$ cat config.mk
export PLATFORM = sky130hd
export DESIGN_NAME = fir_stream_ctrl
export DESIGN_NICKNAME = d
export VERILOG_FILES = /design/src/rtl/fir_pkg.sv /design/src/rtl/fir_valid_pipe.sv /design/src/rtl/fir_stream_ctrl.sv
export SDC_FILE = /design/constraint.sdc
export NUM_CORES = 1
export LEC_CHECK = 0
export ABC_AREA = 1
export CORE_ASPECT_RATIO = 0.7
export CORE_MARGIN = 2
export CORE_UTILIZATION = 48
export DETAILED_ROUTE_END_ITERATION = 6
export PLACE_DENSITY = 0.93
export SLEW_MARGIN = 20
export SYNTH_ARGS = -nofsm -noshare
export SYNTH_HDL_FRONTEND = slang
export SYNTH_SLANG_ARGS = --single-unit
$ cat constraint.sdc
create_clock -name clk -period 2.4 [get_ports clk]
set_input_delay 0.48 -clock clk [delete_from_list [all_inputs] [get_ports clk]]
set_output_delay 0.48 -clock clk [all_outputs]
set_load 0.01 [all_outputs]
$ cat src/rtl/fir_pkg.sv
// Shared types for the FIR stream controller: FSM states, valid-pipe entry,
// and the flush counter width helper.
package fir_pkg;

  typedef enum logic [2:0] {
    ST_IDLE,
    ST_RUN,
    ST_FLUSH,
    ST_WAIT_OUT,
    ST_CLEAR
  } state_e;

  typedef struct packed {
    logic valid;
    logic last;
  } vp_entry_t;

  // Flush counter must reach TAPS+LAT-2; keep at least one bit.
  function automatic int flush_cnt_w(input int taps, input int lat);
    return (taps + lat > 1) ? $clog2(taps + lat) : 1;
  endfunction

endpackage

$ cat src/rtl/fir_valid_pipe.sv
// LAT-deep shift register of {valid,last} tags that tracks samples through the
// filter pipeline; advances only when the filter is enabled.
module fir_valid_pipe
  import fir_pkg::*;
#(
  parameter int LAT = 4
) (
  input  logic      clk,
  input  logic      reset,
  input  logic      i_en,
  input  vp_entry_t i_entry,
  output vp_entry_t o_tail
);

  vp_entry_t [LAT-1:0] r_pipe;

  always_ff @(posedge clk or negedge reset) begin
    if (!reset) begin
      r_pipe <= '0;
    end else if (i_en) begin
      r_pipe[0] <= i_entry;
      for (int i = 1; i < LAT; i++) r_pipe[i] <= r_pipe[i-1];
    end
  end

  assign o_tail = r_pipe[LAT-1];

endmodule

$ cat src/rtl/fir_stream_ctrl.sv
// Valid/ready sequencer around a free-running FIR core: gates the core enable,
// flushes TAPS-1 zeros after each frame and clears filter history between frames.
module fir_stream_ctrl
  import fir_pkg::*;
#(
  parameter int WIDTH = 16,
  parameter int TAPS  = 16,
  parameter int LAT   = 4,
  parameter int CNT_W = 16
) (
  input  logic             clk,
  input  logic             reset,
  input  logic [WIDTH-1:0] s_data,
  input  logic             s_valid,
  input  logic             s_last,
  output logic             s_ready,
  output logic [WIDTH-1:0] f_in,
  output logic             f_en,
  output logic             f_clr,
  input  logic [WIDTH-1:0] f_out,
  output logic [WIDTH-1:0] m_data,
  output logic             m_valid,
  output logic             m_last,
  input  logic             m_ready,
  output logic             busy,
  output logic [CNT_W-1:0] frame_cnt
);

  localparam int FC_W = flush_cnt_w(TAPS, LAT);
  localparam logic [FC_W-1:0] END_IDX  = FC_W'(TAPS + LAT - 2);
  localparam logic [FC_W-1:0] NVALID   = FC_W'(TAPS - 1);
  localparam logic [FC_W-1:0] LAST_IDX = FC_W'((TAPS > 1) ? TAPS - 2 : 0);

  state_e           r_state, w_state_nxt;
  logic [FC_W-1:0]  r_fcnt;
  logic [CNT_W-1:0] r_frame_cnt;
  logic [WIDTH-1:0] r_m_data;
  logic             r_m_valid, r_m_last, r_f_clr;
  logic             w_out_free, w_en;
  vp_entry_t        w_entry, w_tail;

  assign w_out_free = !r_m_valid || m_ready;
  assign w_en       = w_out_free && (((r_state == ST_RUN) && s_valid) || (r_state == ST_FLUSH));

  always_comb begin
    w_state_nxt = r_state;
    w_entry     = '0;
    f_in        = '0;
    case (r_state)
      ST_IDLE: if (s_valid) w_state_nxt = ST_RUN;
      ST_RUN: begin
        f_in          = s_data;
        w_entry.valid = 1'b1;
        w_entry.last  = (TAPS == 1) && s_last;
        if (w_en && s_last) w_state_nxt = ST_FLUSH;
      end
      ST_FLUSH: begin
        // First TAPS-1 flush advances produce the filter tail; the rest drain the pipe.
        w_entry.valid = (r_fcnt < NVALID);
        w_entry.last  = (TAPS > 1) && (r_fcnt == LAST_IDX);
        if (w_en && (r_fcnt == END_IDX)) w_state_nxt = ST_WAIT_OUT;
      end
      ST_WAIT_OUT: if (r_m_valid && r_m_last && m_ready) w_state_nxt = ST_CLEAR;
      ST_CLEAR:    w_state_nxt = ST_IDLE;
      default:     w_state_nxt = ST_IDLE;
    endcase
  end

  fir_valid_pipe #(.LAT(LAT)) u_vpipe (
    .clk     (clk),
    .reset   (reset),
    .i_en    (w_en),
    .i_entry (w_entry),
    .o_tail  (w_tail)
  );

  always_ff @(posedge clk or negedge reset) begin
    if (!reset) begin
      r_state     <= ST_IDLE;
      r_fcnt      <= '0;
      r_frame_cnt <= '0;
      r_f_clr     <= 1'b1;
    end else begin
      r_state <= w_state_nxt;
      r_f_clr <= (w_state_nxt == ST_CLEAR);
      if (r_state != ST_FLUSH) r_fcnt <= '0;
      else if (w_en)           r_fcnt <= r_fcnt + 1'b1;
      if ((r_state == ST_WAIT_OUT) && (w_state_nxt == ST_CLEAR))
        r_frame_cnt <= r_frame_cnt + 1'b1;
    end
  end

  // Output register: loads on every advance, otherwise drains once accepted.
  always_ff @(posedge clk or negedge reset) begin
    if (!reset) begin
      r_m_data  <= '0;
      r_m_valid <= 1'b0;
      r_m_last  <= 1'b0;
    end else if (w_en) begin
      r_m_data  <= f_out;
      r_m_valid <= w_tail.valid;
      r_m_last  <= w_tail.valid && w_tail.last;
    end else if (m_ready) begin
      r_m_valid <= 1'b0;
      r_m_last  <= 1'b0;
    end
  end

  assign s_ready   = (r_state == ST_RUN) && w_out_free;
  assign f_en      = w_en;
  assign f_clr     = r_f_clr;
  assign m_data    = r_m_data;
  assign m_valid   = r_m_valid;
  assign m_last    = r_m_last;
  assign busy      = (r_state != ST_IDLE);
  assign frame_cnt = r_frame_cnt;

endmodule

-- Word level (Yosys, flattened, before mapping)
Index checks and enable logic that the tools add are counted.
- add/sub/neg operators: 2
- $lt $le $gt $ge: 1
- equality and inequality tests: 7
- mux-type cells: 12
- reductions and logical operators: 16
- operators with widths (operator ; count):
    16-bit by 1-bit adder with 16-bit output, second input constant ; 1
    16-bit 2-to-1 mux ; 1
    3-bit 2-to-1 mux ; 4
    3-bit case mux with 4 select lines ; 1
    5-bit 2-to-1 mux ; 2
    1-bit logical AND ; 9
    3-bit by 2-bit equality test with 1-bit output, second input constant ; 2
    5-bit by 1-bit adder with 5-bit output, second input constant ; 1
    5-bit by 4-bit equality test with 1-bit output, second input constant ; 1
    5-bit equality test, second input constant ; 1
    5-bit by 4-bit < comparator with 1-bit output, second input constant ; 1
    2-bit case mux with 2 select lines ; 1
    2-bit nonzero test ; 2
    3-bit by 1-bit equality test with 1-bit output, second input constant ; 1
    3-bit equality test, second input constant ; 1
    3-bit logical NOT ; 1
    1-bit 2-to-1 mux ; 3
    3-bit by 2-bit != test with 1-bit output, second input constant ; 1
    3-bit nonzero test ; 1
    1-bit logical OR ; 2
    1-bit logical NOT ; 1
- register bits after elaboration: 51
- input port bits: 37
- output and inout port bits: 54
- word-level logic and storage cells: 53

-- Longest topological paths before layout
Gate-level depths: netlist (run 1).
- word-level depth: 9
- mapped depth: 9
- mapped depth without buffers: 8

-- Cells and area by module
From an unflattened synthesis (run 1), not the netlist that was laid out.
- cells, all modules: 311
- area, all modules: 2488.6 µm²
- by module, submodules not included (module ; times used ; cells each ; area each (µm²) ; sequential area each (µm²)):
    fir_stream_ctrl ; 1 ; 275 ; 2168.3 ; 1077.3
    fir_valid_pipe ; 1 ; 36 ; 320.3 ; 200.2

-- Worst setup path after synthesis (run 1)
No wires, ideal clock.
- kind: flip-flop to output port
- start point: register r_state[1]
- end point: output port f_in[10]
- arrival: 1051 ps
- data required time: 1920 ps
- slack: 869 ps
- stages on the path, launching flop included: 6
- buffers on the path: 2
- cell sequence: dfrtp_1 inv_2 nand3_1 buf_2 buf_2 nor2_1
- word-level cells in the longest chain between the ends: 2
- RTL lines (item ; line ; source):
    from (decl) ; fir_stream_ctrl.sv:34 ; state_e r_state, w_state_nxt;
    from (signal assigned) ; fir_stream_ctrl.sv:84 ; r_state <= w_state_nxt;
    3-bit by 1-bit equality test with 1-bit output ; fir_stream_ctrl.sv:49 ; case (r_state)
    16-bit 2-to-1 mux ; fir_stream_ctrl.sv:49 ;
    to (decl) ; fir_stream_ctrl.sv:17 ; output logic [WIDTH-1:0] f_in,
No other way between the ends.

-- Final worst setup path (run 1)
- start point: input port s_valid
- end point: output port f_en
- word-level cells in the longest chain between the ends: 3
- RTL lines (item ; line ; source):
    from (decl) ; fir_stream_ctrl.sv:14 ; input logic s_valid,
    1-bit logical AND ; fir_stream_ctrl.sv:43 ; assign w_en = w_out_free && (((r_state == ST_RUN) && s_valid) || (r_state == ST_FLUSH));
    1-bit logical OR ; fir_stream_ctrl.sv:43 ;
    1-bit logical AND ; fir_stream_ctrl.sv:43 ;
    to (decl) ; fir_stream_ctrl.sv:18 ; output logic f_en,
No other way between the ends.

==> results of run 1 <==
## worst max-delay path, cell delays in order
cell and delay [ps]:
sky130_fd_sc_hd__clkdlybuf4s50_1 450, sky130_fd_sc_hd__inv_1 60, sky130_fd_sc_hd__o21ai_2 140, sky130_fd_sc_hd__nand2_2 90, sky130_fd_sc_hd__inv_2 70, sky130_fd_sc_hd__clkdlybuf4s50_1 540
## cells by family (layout without fill, tap and decap cells)
group,after synthesis,in the layout
buf+inv,47,144
xor+xnor,10,10
compound gates,18,18
simple gates,183,183
flops,51,51
fa+ha+maj,3,3
## repair_timing
item / 4_1_cts / 5_1_grt
gates resized for setup: 0 / 2
setup endpoints to repair: 0 / 6
buffers inserted: 0 / 0
## state kept, by name, indices dropped and copies added (netlist names)
signal and count:
frame_cnt 16, m_data 16, u_vpipe.r_pipe 6, r_fcnt 5, r_state 3, u_vpipe.o_tail 2, f_clr 1, m_last 1
m_valid 1
## worst min-delay path by stage
stage / startpoint / cells after the start / end / slack [ps]
final: reset / 1 / m_data[1]$_DFFE_PN0P_ / 240
after global placement: u_vpipe.r_pipe[1]$_DFFE_PN0P_ / 2 / u_vpipe.r_pipe[3]$_DFFE_PN0P_ / 460
after detailed placement: u_vpipe.r_pipe[1]$_DFFE_PN0P_ / 2 / u_vpipe.r_pipe[3]$_DFFE_PN0P_ / 470
after floorplan: reset / 0 / frame_cnt[0]$_DFFE_PN0P_ / 180
after global routing: reset / 1 / m_data[1]$_DFFE_PN0P_ / 290
after CTS: reset / 1 / m_data[1]$_DFFE_PN0P_ / 270
## where the power goes
group | internal, mW | switching (mW) | total, mW
logic | 0.763 | 0.805 | 1.57
clock network | 0.305 | 0.272 | 0.577
registers | 1.06 | 0.152 | 1.21
total | 2.13 | 1.23 | 3.36
## cell type report
type / instances / area share [%]
clock buffer: 5 / 1.90
tap: 72 / 2.49
inverter: 38 / 3.94
clock inverter: 2 / 1.04
sequential: 51 / 35.3
timing repair buffer: 99 / 26.7
multi-input combinational: 214 / 28.7
## metrics by stage
step	utilization (%)	hold slack, ps	cell area [um2]	setup TNS, ps
6_report	70.0	241	3620	0
5_1_grt	70.0	290	3620	-0.0844
4_1_cts	69.9	267	3610	0
3_5_place_dp	67.8	470	3510	0
3_3_place_gp	67.8	455	3510	0
2_1_floorplan	-	184	2540	0
## synth_stat cells
cell	number	share of area [%]
sky130_fd_sc_hd__nor3_1	2	0.39
sky130_fd_sc_hd__o21ai_0	9	1.8
sky130_fd_sc_hd__buf_8	2	1.2
sky130_fd_sc_hd__nand4_1	8	2.0
sky130_fd_sc_hd__nand3_2	2	0.79
sky130_fd_sc_hd__nand3b_1	1	0.30
sky130_fd_sc_hd__o21ai_2	1	0.35
sky130_fd_sc_hd__nand2_2	23	5.7
sky130_fd_sc_hd__o21ai_1	1	0.20
sky130_fd_sc_hd__inv_1	34	5.0
sky130_fd_sc_hd__xnor2_1	8	2.8
sky130_fd_sc_hd__nor2_2	2	0.49
sky130_fd_sc_hd__buf_2	3	0.59
sky130_fd_sc_hd__dfstp_2	1	1.0
sky130_fd_sc_hd__nand3_1	11	2.2
sky130_fd_sc_hd__a21oi_1	5	0.99
sky130_fd_sc_hd__nand2_1	96	14
sky130_fd_sc_hd__dfrtp_1	50	49
sky130_fd_sc_hd__inv_2	4	0.59
sky130_fd_sc_hd__a211oi_1	1	0.30
sky130_fd_sc_hd__nor2_4	1	0.44
sky130_fd_sc_hd__o2bb2ai_1	1	0.35
sky130_fd_sc_hd__xor2_1	2	0.69
sky130_fd_sc_hd__buf_4	2	0.59
sky130_fd_sc_hd__buf_6	2	0.89
sky130_fd_sc_hd__ha_1	3	1.5
sky130_fd_sc_hd__nor2_1	37	5.5
## routing by layer
metal  vias to the layer above  wire [um]  track usage (%)  part of all wire [%]
li1                       1151          -                -                     -
met1                      1048       2830             28.6                    46
met2                        93       2850             37.0                    46
met3                        15        380             4.65                   6.1
met4                         0        114             8.90                   1.8
met5                         -          0                0                     0
==> flow_summary.rst, run 1 <==
.. list-table::
   :header-rows: 1

   * - Metric
     - Value
   * - Crit Path Max Fanout
     - 2
   * - Pre-CTS worst setup slack
     - approximately 53 ps
   * - Post-detailed-placement half-perimeter wirelength
     - 4640 um
   * - Synthesized-area fraction occupied by ao, oa, aoi and oai cells
     - roughly 3.9%
   * - Crit path capture type
     - output port
   * - Clock Path Buffers
     - 2
   * - # fillers
     - around 390
   * - Area growth syn-to-layout
     - 42.8%
   * - Number of inserted diodes
     - 0
   * - Leading cell types in the layout, fill and taps excluded
     - sky130_fd_sc_hd__nand2_1 (96), sky130_fd_sc_hd__clkdlybuf4s50_1 (89), sky130_fd_sc_hd__dfrtp_1 (50)
   * - Period minus WS final
     - 2320 ps
   * - Clock input transition at the sequential cells of the worst setup and hold paths
     - roughly 90 ps
   * - Total of max-cap violations
     - 0
   * - Mean Syn Cell Area
     - 8.13 um2
   * - Nets in the synthesized netlist
     - approximately 350
   * - Combined area of the multi-input logic cells
     - slightly above 0.001 mm2
   * - Iteration-0 DRC Markers
     - approximately 110
   * - Max-slew violation total from the final report
     - 0
   * - Final setup skew
     - approximately 9.3 ps
   * - Crit Reg-Reg Endpoint
     - frame_cnt[10]$_DFFE_PN0P_
   * - Antenna violations before repair
     - 0
   * - Total of buffers placed on input and output ports
     - 90
   * - Post-synthesis instance total
     - around 310
   * - Inst Count DP
     - between 400 and 500
   * - Critical Path RT
     - 1920 ps
   * - Number of hold violations in the final report
     - 0
   * - Register bit count reported by yosys
     - between 50 and 60
   * - Register area
     - approximately 0.0013 mm2
   * - Post-synth cell types
     - 27
   * - Vias/cell
     - 4.80
   * - Fraction of final layout cells with drive strength greater than 1
     - about 13%
   * - IO Count
     - 91
   * - GR Overflow Total
     - 0
   * - Worst setup endpoint
     - f_en
   * - Site Rows
     - 22
   * - Initial DRT Pass Iterations
     - 4
   * - Cell count of the worst reg-to-reg path
     - 8
   * - Global-route usage over all layers
     - between 20 and 25%
   * - Worst setup SP type
     - primary input
   * - Final net count
     - roughly 450
   * - Die Span X
     - 90.9 um
   * - Largest net degree at the start of global routing
     - 37
   * - Floorplan Core Area
     - 0.00517 mm2
   * - Fin cells
     - around 480
   * - Peak Freq
     - approximately 0.43 GHz
   * - Area enclosed by the die boundary
     - about 0.0059 mm2
   * - Height of the chip
     - approximately 65 um
   * - Root cell of the clock tree
     - sky130_fd_sc_hd__clkbuf_8
   * - Total routed wirelength
     - around 6000 um
   * - Clock buffer count from CTS
     - 5
   * - Skew-Pair Late Insertion Delay
     - roughly 300 ps
   * - Slew at the pin closest to its max-slew limit
     - around 760 ps
   * - Netlist Area Pre-Place
     - around 0.0025 mm2
   * - Path class of the lowest-slack min-delay path
     - in -> async
   * - R2r setup slk
     - ~800 ps
   * - Most frequent standard cell in the layout excluding fill and tap cells
     - sky130_fd_sc_hd__nand2_1
   * - Setup-violating endpoint count in the final report
     - 0
   * - Routability congestion estimate from global placement
     - approximately 0.84
   * - Final Worst Setup Slack
     - between 80 and 90 ps
   * - Run status
     - finished clean
   * - Routed wire length per instance
     - 12.9 um
   * - Count of yosys warnings during synthesis
     - 0
   * - Power density normalized to cell area
     - 927 mW/mm2
   * - Starting density of the core
     - about 49%
   * - Dominant combinational cell family by area after synthesis
     - simple AND/OR/NAND/NOR gates
   * - Total of hold buffers inserted after clock tree synthesis
     - 0
   * - Slew Limit Headroom
     - around half
   * - CTS tree
     - yes
   * - Launching instance or port of the critical path
     - s_valid
   * - Vias in the first global route
     - about 2.3k
   * - Endpoint arrival time on the critical path
     - about 1800 ps
   * - Detail Route Antenna Nets
     - 0
   * - Synthesized-area fraction occupied by adder cells
     - under 10%
   * - Classification of the worst setup path
     - in -> out
   * - Fraction of the mapped netlist area in simple logic gates
     - about a third
   * - Global-route wire length before repair
     - 10,400 um
   * - CTS sink cnt
     - between 50 and 60
   * - Leakage power summed over all cells
     - around 1.7 nW
   * - Period utilisation layout
     - a little over nine tenths
   * - Power consumption
     - 3.36 mW
   * - Launch instance of the worst register-to-register path
     - frame_cnt[0]$_DFFE_PN0P_
   * - Peak ir drop on the vdd network
     - around 0.36 mV
   * - Sequential-to-total area share from yosys stat
     - around 50%
   * - Multiplexer share of the synthesized area
     - 0%
   * - Remaining routing DRC violations
     - 0
   * - Number of levels in the clock H-tree
     - 2
   * - Via Count
     - between 2k and 2.5k
   * - Share of the synthesized netlist area taken by xor and xnor gates
     - under 10%
Power figures use the tool's default switching activity.
==> run 2, diff against run 1 <==
--- a/config.mk
+++ b/config.mk
@@ -6,6 +6,7 @@
 export NUM_CORES = 1
 export LEC_CHECK = 0
 export ABC_AREA = 1
+export ABC_CLOCK_PERIOD_IN_PS = 2400
 export CORE_ASPECT_RATIO = 0.7
 export CORE_MARGIN = 2
 export CORE_UTILIZATION = 48
==> results of run 2 <==
Same layout as run 1: the final DEF is identical, and so are final timing and power.
==> run 3, diff against run 2 <==
--- a/config.mk
+++ b/config.mk
@@ -12,7 +12,6 @@
 export CORE_UTILIZATION = 48
 export DETAILED_ROUTE_END_ITERATION = 6
 export PLACE_DENSITY = 0.93
-export SLEW_MARGIN = 20
 export SYNTH_ARGS = -nofsm -noshare
 export SYNTH_HDL_FRONTEND = slang
 export SYNTH_SLANG_ARGS = --single-unit
==> results of run 3 <==
Same layout as run 1: the final DEF is identical, and so are final timing and power.
